File: src/rtl/fsk_hop_ctrl.sv
// -----------------------------------------------------------------------------
// fsk_hop_ctrl
//   Tone-hop controller for an FSK modulator. It produces the current tone
//   index and a one-cycle strobe each time that index changes. The index
//   advances on one of these sources:
//     - an internal phase accumulator, advancing once per carry
//     - the rising edge of a synchronised external key signal
//     - the synchronised external key level (legacy 2-FSK)
//   The index walks either a wrap sequence or a ping-pong sequence
//   (0..last..0).
//
// Ports
//   Clock          : sole clock; all state updates on its rising edge
//   Reset          : synchronous, active-high
//   FSK_Mode       : 00 off, 01 internal rate, 10 external edge, 11 external level
//   FSK_Seq_PP     : 0 wrap sequence, 1 ping-pong sequence
//   FSK_Last_Idx   : highest tone index of the hop sequence
//   FSK_Rate       : accumulator phase increment per Clock
//   FSK_EXT_SIG    : asynchronous external key signal
//   FSK_Idx_out    : registered current tone index
//   FSK_Hop_Strobe : registered pulse, high in the cycle a new index appears
// -----------------------------------------------------------------------------
module fsk_hop_ctrl #(
  parameter int ACC_W = 42,
  parameter int IDX_W = 2
) (
  input  logic             Clock,
  input  logic             Reset,
  input  logic [1:0]       FSK_Mode,
  input  logic             FSK_Seq_PP,
  input  logic [IDX_W-1:0] FSK_Last_Idx,
  input  logic [ACC_W-1:0] FSK_Rate,
  input  logic             FSK_EXT_SIG,
  output logic [IDX_W-1:0] FSK_Idx_out,
  output logic             FSK_Hop_Strobe
);

  localparam logic [1:0] MODE_OFF   = 2'b00;
  localparam logic [1:0] MODE_RATE  = 2'b01;
  localparam logic [1:0] MODE_EDGE  = 2'b10;
  localparam logic [1:0] MODE_LEVEL = 2'b11;

  logic [ACC_W-1:0] rate_q;
  logic [ACC_W-1:0] acc;
  logic             carry;
  logic             s1, s2, s3;
  logic [1:0]       mode_q;
  logic             mode_seen;   // cleared by reset: first mode after reset counts as a change
  logic             dir_up;

  logic [ACC_W:0]   sum;
  logic             rise;
  logic             mode_chg;
  logic [IDX_W-1:0] step_idx;
  logic             step_up;
  logic [IDX_W-1:0] idx_nxt;
  logic             dir_nxt;
  logic [ACC_W-1:0] acc_nxt;
  logic             carry_nxt;

  assign sum      = {1'b0, acc} + {1'b0, rate_q};
  assign rise     = s2 & ~s3;
  assign mode_chg = ~mode_seen | (FSK_Mode != mode_q);

  // Next index of the hop sequence, assuming an advance happens this cycle.
  always_comb begin
    // NOTE: every variable gets a default before any branch, so no path
    // leaves it unassigned and no latch is inferred.
    step_idx = FSK_Idx_out;
    step_up  = dir_up;
    if (!FSK_Seq_PP) begin
      step_idx = (FSK_Idx_out >= FSK_Last_Idx) ? '0 : FSK_Idx_out + 1'b1;
    end else if ((FSK_Idx_out > FSK_Last_Idx) || (FSK_Last_Idx == '0)) begin
      // Out of range (last index lowered) or a single-tone sequence:
      // restart from 0 going up.
      step_idx = '0;
      step_up  = 1'b1;
    end else if (dir_up) begin
      if (FSK_Idx_out == FSK_Last_Idx) begin
        step_idx = FSK_Idx_out - 1'b1;
        step_up  = 1'b0;
      end else begin
        step_idx = FSK_Idx_out + 1'b1;
      end
    end else begin
      if (FSK_Idx_out == '0) begin
        step_idx = FSK_Idx_out + 1'b1;
        step_up  = 1'b1;
      end else begin
        step_idx = FSK_Idx_out - 1'b1;
      end
    end
  end

  // Mode-dependent next state. A mode change wins over any pending advance.
  always_comb begin
    idx_nxt   = FSK_Idx_out;
    dir_nxt   = dir_up;
    acc_nxt   = '0;
    carry_nxt = 1'b0;
    if (mode_chg) begin
      idx_nxt = '0;
      dir_nxt = 1'b1;
    end else begin
      case (FSK_Mode)
        MODE_RATE: begin
          acc_nxt   = sum[ACC_W-1:0];
          carry_nxt = sum[ACC_W];
          // The carry registered last cycle triggers this cycle's advance.
          if (carry) begin
            idx_nxt = step_idx;
            dir_nxt = step_up;
          end
        end
        MODE_EDGE: begin
          if (rise) begin
            idx_nxt = step_idx;
            dir_nxt = step_up;
          end
        end
        MODE_LEVEL: idx_nxt = s2 ? FSK_Last_Idx : '0;
        MODE_OFF:   idx_nxt = '0;
        default:    idx_nxt = '0;
      endcase
    end
  end

  always_ff @(posedge Clock) begin
    // NOTE: sequential state uses non-blocking assignments so every flop
    // samples the pre-edge values, independent of statement order.
    if (Reset) begin
      rate_q         <= '0;
      acc            <= '0;
      carry          <= 1'b0;
      s1             <= 1'b0;
      s2             <= 1'b0;
      s3             <= 1'b0;
      mode_q         <= MODE_OFF;
      mode_seen      <= 1'b0;
      dir_up         <= 1'b1;
      FSK_Idx_out    <= '0;
      FSK_Hop_Strobe <= 1'b0;
    end else begin
      rate_q         <= FSK_Rate;
      s1             <= FSK_EXT_SIG;
      s2             <= s1;
      s3             <= s2;
      mode_q         <= FSK_Mode;
      mode_seen      <= 1'b1;
      acc            <= acc_nxt;
      carry          <= carry_nxt;
      dir_up         <= dir_nxt;
      FSK_Idx_out    <= idx_nxt;
      FSK_Hop_Strobe <= (idx_nxt != FSK_Idx_out);
    end
  end

endmodule

File: config.mk
export PLATFORM = sky130hd
export DESIGN_NAME = fsk_hop_ctrl
export DESIGN_NICKNAME = d
export VERILOG_FILES = /design/src/rtl/fsk_hop_ctrl.sv
export SDC_FILE = /design/constraint.sdc
export NUM_CORES = 1
export LEC_CHECK = 0
export BUFFER_PORTS_ARGS = -buffer_cell sky130_fd_sc_hd__buf_2
export CAP_MARGIN = 25
export CORE_MARGIN = 2
export CORE_UTILIZATION = 45
export DETAILED_ROUTE_END_ITERATION = 12
export GPL_TIMING_DRIVEN = 0
export PLACE_DENSITY = 0.61
export SKIP_CTS_REPAIR_TIMING = 1
export SYNTH_ARGS = -nofsm -noshare
export SYNTH_HDL_FRONTEND = slang
export SYNTH_SLANG_ARGS = --single-unit
File: constraint.sdc
create_clock -name Clock -period 3.15 [get_ports Clock]
set_input_delay 0.1575 -clock Clock [delete_from_list [all_inputs] [get_ports Clock]]
set_output_delay 0.1575 -clock Clock [all_outputs]
set_load 0.1 [all_outputs]
==> out/qor.yml, run 1 <==
global_routing:
  grt_pass1_wl_mm: 19.6
  antenna_found_initial: 0
  grt_max_degree: 16
  first_global_vias: 4240
  globalRoute.totalOverflow: 0
  globalRouteTotalUtil_pct: 19.0
place:
  placed_cells: 811
  dp_hpwl_mm: 8.87
  portBuffers: 50
  gp_congestion: 0.922
clocking:
  cts_sinks: 95
  path_clk_slew_ns: 0.07
  cts_tree: "done"
  cts_max_path_buffers: 2
  cts_buffers: 9
  root_buffer: "clkbuf_16"
  htreeDepth: 3
  worstSkewPairLatency_ns: 0.35
floorplanning:
  core-area_mm2: 0.0115
  initial_utilization_pct: 46.5
  io_pins: 53
  fp-row-count: 39
  die_area_mm2: 0.0127
  die_x_um: 113
  die_h_um: 113
power:
  power_mw: 2.57
  powerDensity_mw_per_mm2: 423
  power_leakage_nw: 2.68
  irDropWorstVdd_mv: 0.267
timing:
  skew_ns: 0.0104
  rsz0062_at_grt: "no"
  slew_viol_final: 0
  setup_tns_ns: 0
  fin_crit_sh_pct: 94.0
  period_minus_slack_ns: 2.96
  slew_headroom_pct: 50.3
  worstMarginPinSlew_ns: 0.746
  hold_viol: 0
  setup_violations: 0
  max_freq_mhz: 338
logic_synthesis:
  synthFlopType: "dfxtp_1"
  yosys-top-cells-area: "dfxtp_1, ha_1, nor2b_1"
  ys_seq_area_share_pct: 35.7
  synth_xor_area_share_pct: 3.94
  muxShareOfSynthArea_pct: 0.188
  async_flop_share_pct: 0
  synth-simple-area-share_pct: 22.5
  synth_cells: 618
  netlist_area_mm2: 0.00533
  ys_types: 66
  yosys_register_bits: 95
  synth_top_area_share_pct: 35.7
  syn_avg_cell_area_um2: 8.63
  synth_fa_ha_area_share_pct: 11.2
  synth_compound_area_share_pct: 22.5
  synth_top_family_by_area: "simple AND/OR/NAND/NOR gates"
  ys_warn_count: 0
  synth_nets: 715
  yosysTopAreaCell: "dfxtp_1"
  synth_edf_count: 0
layout:
  layout_commonest_cell: "dfxtp_1"
  final_cell_mix: "dfxtp_1, nor2b_1, buf_2"
  finalNonFillerCells: 827
  fin_nets: 776
  syn2layout_area_growth_pct: 14.0
  layout-drive-gt1-share_pct: 12.9
  n_antenna_cell: 0
critical_path:
  cp_max_fo: 4
  critPathArrivalTime_ns: 3.23
  cp-end-kind: "flop"
  cp.required_ns: 3.42
  start_kind: "flop"
  critical_path_class: "reg2reg"
detailed_routing:
  first_pass_iters: 7
  first_iter_violations: 178
  vias: 4515
  routed_wl_mm: 11.7
  routed_wire_length_per_instance_um: 14.1
  drc: 0
  vias_per_cell: 5.46
  ant_nets: 0
flow_run:
  cap_violations: 0
min_path:
  holdCritPathClass: "in2reg"
run_status:
  status: "finished, final reports clean"
[synth_stat cells, drive strengths merged, types with 2 or more instances]
master	n
a311oi	2
a21oi	48
dfxtp	95
buf	3
xnor2	15
nand3	21
and3	9
a221o	2
nand4	12
o2111ai	2
and4	3
nand2	42
a21o	26
a41oi	3
or2	4
xor2	9
nand2b	6
clkbuf	24
a22o	3
o311a	2
o21a	8
ha	46
nor3	14
a21boi	2
o21ai	28
a41o	2
nor4	2
a2111oi	3
or3	4
nor2b	54
o21bai	5
inv	28
nor2	44
o211ai	5
nor3b	4
and2	7
o221ai	2
a211oi	3
a31oi	11
[state kept, by name (all words and copies together) (netlist names)]
name	cells
dir_up	1
s3	1
FSK_Idx_out	2
s2	1
carry	1
rate_q	42
FSK_Hop_Strobe	1
acc	42
s1	1
mode_q	2
mode_seen	1
[layout make-up]
class,instances,area (µm²)
Timing Repair Buffer,50,250
Sequential cell,95,1900
Fill cell,1096,5390
Clock buffer,10,239
Inverter,28,105
Multi-Input combinational cell,468,3230
Tap cell,143,179
Buffer,27,110
Clock inverter,6,60.1
[per-stage QoR]
step           util, %  setup WS, ns  hold slack, ns  instance area, µm²
3_5_place_dp      50.2        0.0175           0.371                5760
2_1_floorplan        -         0.216           0.261                5330
6_report          53.0         0.187         0.00718                6080
4_1_cts           52.8       -0.0204         0.00176                6060
5_1_grt           53.0        0.0286          0.0138                6080
3_3_place_gp      50.2        0.0989           0.363                5760
[power by group]
| part | switching, mW | total [mW] | internal (mW) |
|---|---|---|---|
| clock | 0.466 | 1.10 | 0.632 |
| sequential | 0.0133 | 1.25 | 1.24 |
| combinational | 0.128 | 0.221 | 0.0924 |
[critical path, stage by stage (launching register included)]
cell and delay (ns):
dfxtp_1 0.33, ha_1 0.17, inv_1 0.06, fa_1 0.40
nor2b_2 0.18, o2111ai_1 0.22, a2111o_1 0.51, a31oi_4 0.25
o311ai_4 0.14, a31oi_2 0.27, a311oi_1 0.14, nor3_1 0.21
[cell families after synthesis]
| group | Yosys count |
|---|---|
| AOI/OAI and AO/OA | 168 |
| and+or+nand+nor | 228 |
| DFF | 95 |
| muxes | 1 |
| xor gates and xnor gates | 24 |
| adders and majority gates | 47 |
| buffers and inverters | 55 |
[worst paths after layout]
check                                     startpoint              endpoint  slack (ns)  cells past startpoint
worst max-delay path            rate_q[0]$_SDFF_PP0_    acc[40]$_SDFF_PP0_        0.19                     11
worst min-delay path                     FSK_Rate[1]  rate_q[1]$_SDFF_PP0_       0.007                      2
worst max register to register  rate_q[0]$_SDFF_PP0_    acc[40]$_SDFF_PP0_        0.19                     11
worst min register to register         s1$_SDFF_PP0_         s2$_SDFF_PP0_        0.47                      1
[layer usage]
metal / GRT usage [%] / share of wire, %
met2: 30.7 / 45
met4: 8.37 / 2.5
met1: 24.8 / 48
met5: 0 / 0
met3: 3.75 / 4.2
(Power assumes the default switching activity.)
==> inputs of run 2 (changes only) <==
--- a/config.mk
+++ b/config.mk
@@ -5,13 +5,16 @@
 export SDC_FILE = /design/constraint.sdc
 export NUM_CORES = 1
 export LEC_CHECK = 0
+export ABC_AREA = 0
 export BUFFER_PORTS_ARGS = -buffer_cell sky130_fd_sc_hd__buf_2
 export CAP_MARGIN = 25
 export CORE_MARGIN = 2
 export CORE_UTILIZATION = 45
 export DETAILED_ROUTE_END_ITERATION = 12
 export GPL_TIMING_DRIVEN = 0
+export MAX_ROUTING_LAYER = met4
 export PLACE_DENSITY = 0.61
+export RECOVER_POWER = 100
 export SKIP_CTS_REPAIR_TIMING = 1
 export SYNTH_ARGS = -nofsm -noshare
 export SYNTH_HDL_FRONTEND = slang
==> run 2 against run 1 <==
Against the previous run:
- largest cell class unchanged
- first-iteration DRC count is 1.7% higher
- non-clock buffer count stayed put
- die area stayed put
- cell area is 0.58% higher
- highest routed layer unchanged
- clock skew is 0.0032 ns lower
==> out/qor.yml, run 2 (synthesis gave the netlist of run 1 again) <==
run_status:
  status: "finished, final reports clean"  # unchanged
floorplanning:
  io_pins: 53  # unchanged
  core-area_mm2: 0.0115  # unchanged
  initial_utilization_pct: 46.5  # unchanged
  die_x_um: 113  # unchanged
  fp-row-count: 39  # unchanged
  die_area_mm2: 0.0127  # unchanged
  die_h_um: 113  # unchanged
critical_path:
  crit_family: "compound AO/OA/AOI/OAI gates"  # unchanged
  cp_max_fo: 4  # unchanged
  critPathSlowestCell: "a2111o_1"  # unchanged
  cp.required_ns: 3.42  # about the same
  crit_chain: "ha_1, inv_1, fa_1, nor2b_1, o2111ai_1, a2111o_1, a31oi_4, o311ai_4, a31oi_2, a311oi_1, nor3_1"  # was ha_1, inv_1, fa_1, nor2b_2, o2111ai_1, a2111o_1, a31oi_4, o311ai_4, a31oi_2, a311oi_1, nor3_1
  cp-end-kind: "flop"  # unchanged
  cp_slowest_stage_delay_ns: 0.52  # was 0.51 ns
  critPathArrivalTime_ns: 3.31  # was 3.23 ns
  start_kind: "flop"  # unchanged
  path_buf_inv: 1  # unchanged
  critical_path_class: "reg2reg"  # unchanged
power:
  power_leakage_nw: 2.70  # was 2.68 nW
  irDropWorstVdd_mv: 0.391  # was 0.267 mV
  powerDensity_mw_per_mm2: 446  # was 423 mW/mm²
  power_mw: 2.73  # was 2.57 mW
timing:
  skew_ns: 0.00726  # was 0.0104 ns
  fin_crit_sh_pct: 96.6  # was 94.0%
  worstMarginPinSlew_ns: 1.16  # was 0.746 ns
  hold_ws_ns: 0.0110  # was 0.00718 ns
  setup_violations: 0  # unchanged
  max_freq_mhz: 329  # was 338 MHz
  slew_viol_final: 0  # unchanged
  slew_headroom_pct: 22.9  # was 50.3%
  hold_viol: 0  # unchanged
  period_minus_slack_ns: 3.04  # was 2.96 ns
detailed_routing:
  drc: 0  # unchanged
  routed_wire_length_per_instance_um: 14.6  # was 14.1 µm
  ant_nets: 0  # unchanged
  first_iter_violations: 181  # was 178
  vias: 4531  # was 4,515
  first_pass_iters: 4  # was 7
  vias_per_cell: 5.48  # was 5.46
  routed_wl_mm: 12.1  # was 11.7 mm
clocking:
  cts_max_path_buffers: 2  # unchanged
  htreeDepth: 3  # unchanged
  path_clk_slew_ns: 0.06  # was 0.07 ns
  cts_tree: "done"  # unchanged
  worstSkewPairLatency_ns: 0.35  # about the same
  root_buffer: "clkbuf_16"  # unchanged
  cts_sinks: 95  # unchanged
  cts_buffers: 9  # unchanged
place:
  gp_congestion: 0.919  # was 0.922
  portBuffers: 50  # unchanged
  dp_hpwl_mm: 8.90  # was 8.87 mm
  dpl_cell_area_mm2: 0.00576  # unchanged
layout:
  fin_nets: 776  # unchanged
  final_cell_mix: "dfxtp_1, nor2b_1, a21oi_1"  # was dfxtp_1, nor2b_1, buf_2
  layout-drive-gt1-share_pct: 12.1  # was 12.9%
  layout_commonest_cell: "dfxtp_1"  # unchanged
  n_antenna_cell: 0  # unchanged
  reg_top3: "acc (42), rate_q (42)"  # unchanged
  syn2layout_area_growth_pct: 14.6  # was 14.0%
  fin_area_mm2: 0.00611  # was 0.00608 mm²
global_routing:
  grt_max_degree: 16  # unchanged
  first_global_vias: 4365  # was 4,240
  globalRouteTotalUtil_pct: 19.9  # was 19.0%
  antenna_found_initial: 0  # unchanged
  grt_pass1_wl_mm: 20.0  # was 19.6 mm
  globalRoute.totalOverflow: 0  # unchanged
flow_run:
  cap_violations: 0  # unchanged
min_path:
  holdCritPathClass: "in2reg"  # unchanged
[run 2: changes by cell type in the layout (fill, tap and decap cells not counted), sizes merged]
cell	before	now
buf	53	48
bufinv	1	3
clkbuf	34	39
clkinv	3	2
clkinvlp	2	1
[run 2: path summary, 6_finish.rpt]
check                         start                    to  slack, ns  cells after the start
hold reg to reg       s1$_SDFF_PP0_         s2$_SDFF_PP0_       0.44                      1
setup / recovery  acc[0]$_SDFF_PP0_    acc[40]$_SDFF_PP0_       0.11                     11
setup reg to reg  acc[0]$_SDFF_PP0_    acc[40]$_SDFF_PP0_       0.11                     11
hold / removal          FSK_Rate[8]  rate_q[8]$_SDFF_PP0_       0.01                      2
[run 2: per-layer routing]
layer	share of wire (%)	routed length [µm]	track usage, %
met5	0	0	-
met4	1.4	172	5.37
met1	47	5650	24.4
met2	47	5680	32.9
met3	4.6	550	5.03
[run 2: cell type report]
| class | instances | area, µm² |
|---|---|---|
| Tap cell | 143 | 179 |
| Sequential cell | 95 | 1900 |
| Clock inverter | 6 | 108 |
| Timing Repair Buffer | 50 | 245 |
| Clock buffer | 10 | 239 |
| Fill cell | 1091 | 5360 |
| Buffer | 27 | 110 |
| Multi-Input combinational cell | 468 | 3220 |
| Inverter | 28 | 105 |
[run 2: where the power goes]
group          switching (mW)  internal (mW)
clock                   0.463          0.794
sequential             0.0135           1.24
combinational           0.128         0.0920
total                   0.605           2.12
[run 2: worst reg2reg max path: cells and delay by family, from the launching register on]
| kind | cells | cell delay (ns) |
|---|---|---|
| DFF | 1 | 0.33 |
| AOI/OAI and AO/OA | 6 | 1.58 |
| and+or+nand+nor | 2 | 0.46 |
| buffers and inverters | 1 | 0.05 |
| adders and majority gates | 2 | 0.54 |
[run 2: metrics by stage]
step	util, %	instances	TNS, ns	setup WS (ns)
floorplan	-	618	0	0.216
global placement	50.2	811	0	0.0900
finish	53.3	827	0	0.109
detailed placement	50.2	811	0	0.0788
CTS	53.3	827	0	0.0261
global route	53.3	827	-0.00638	-0.00638
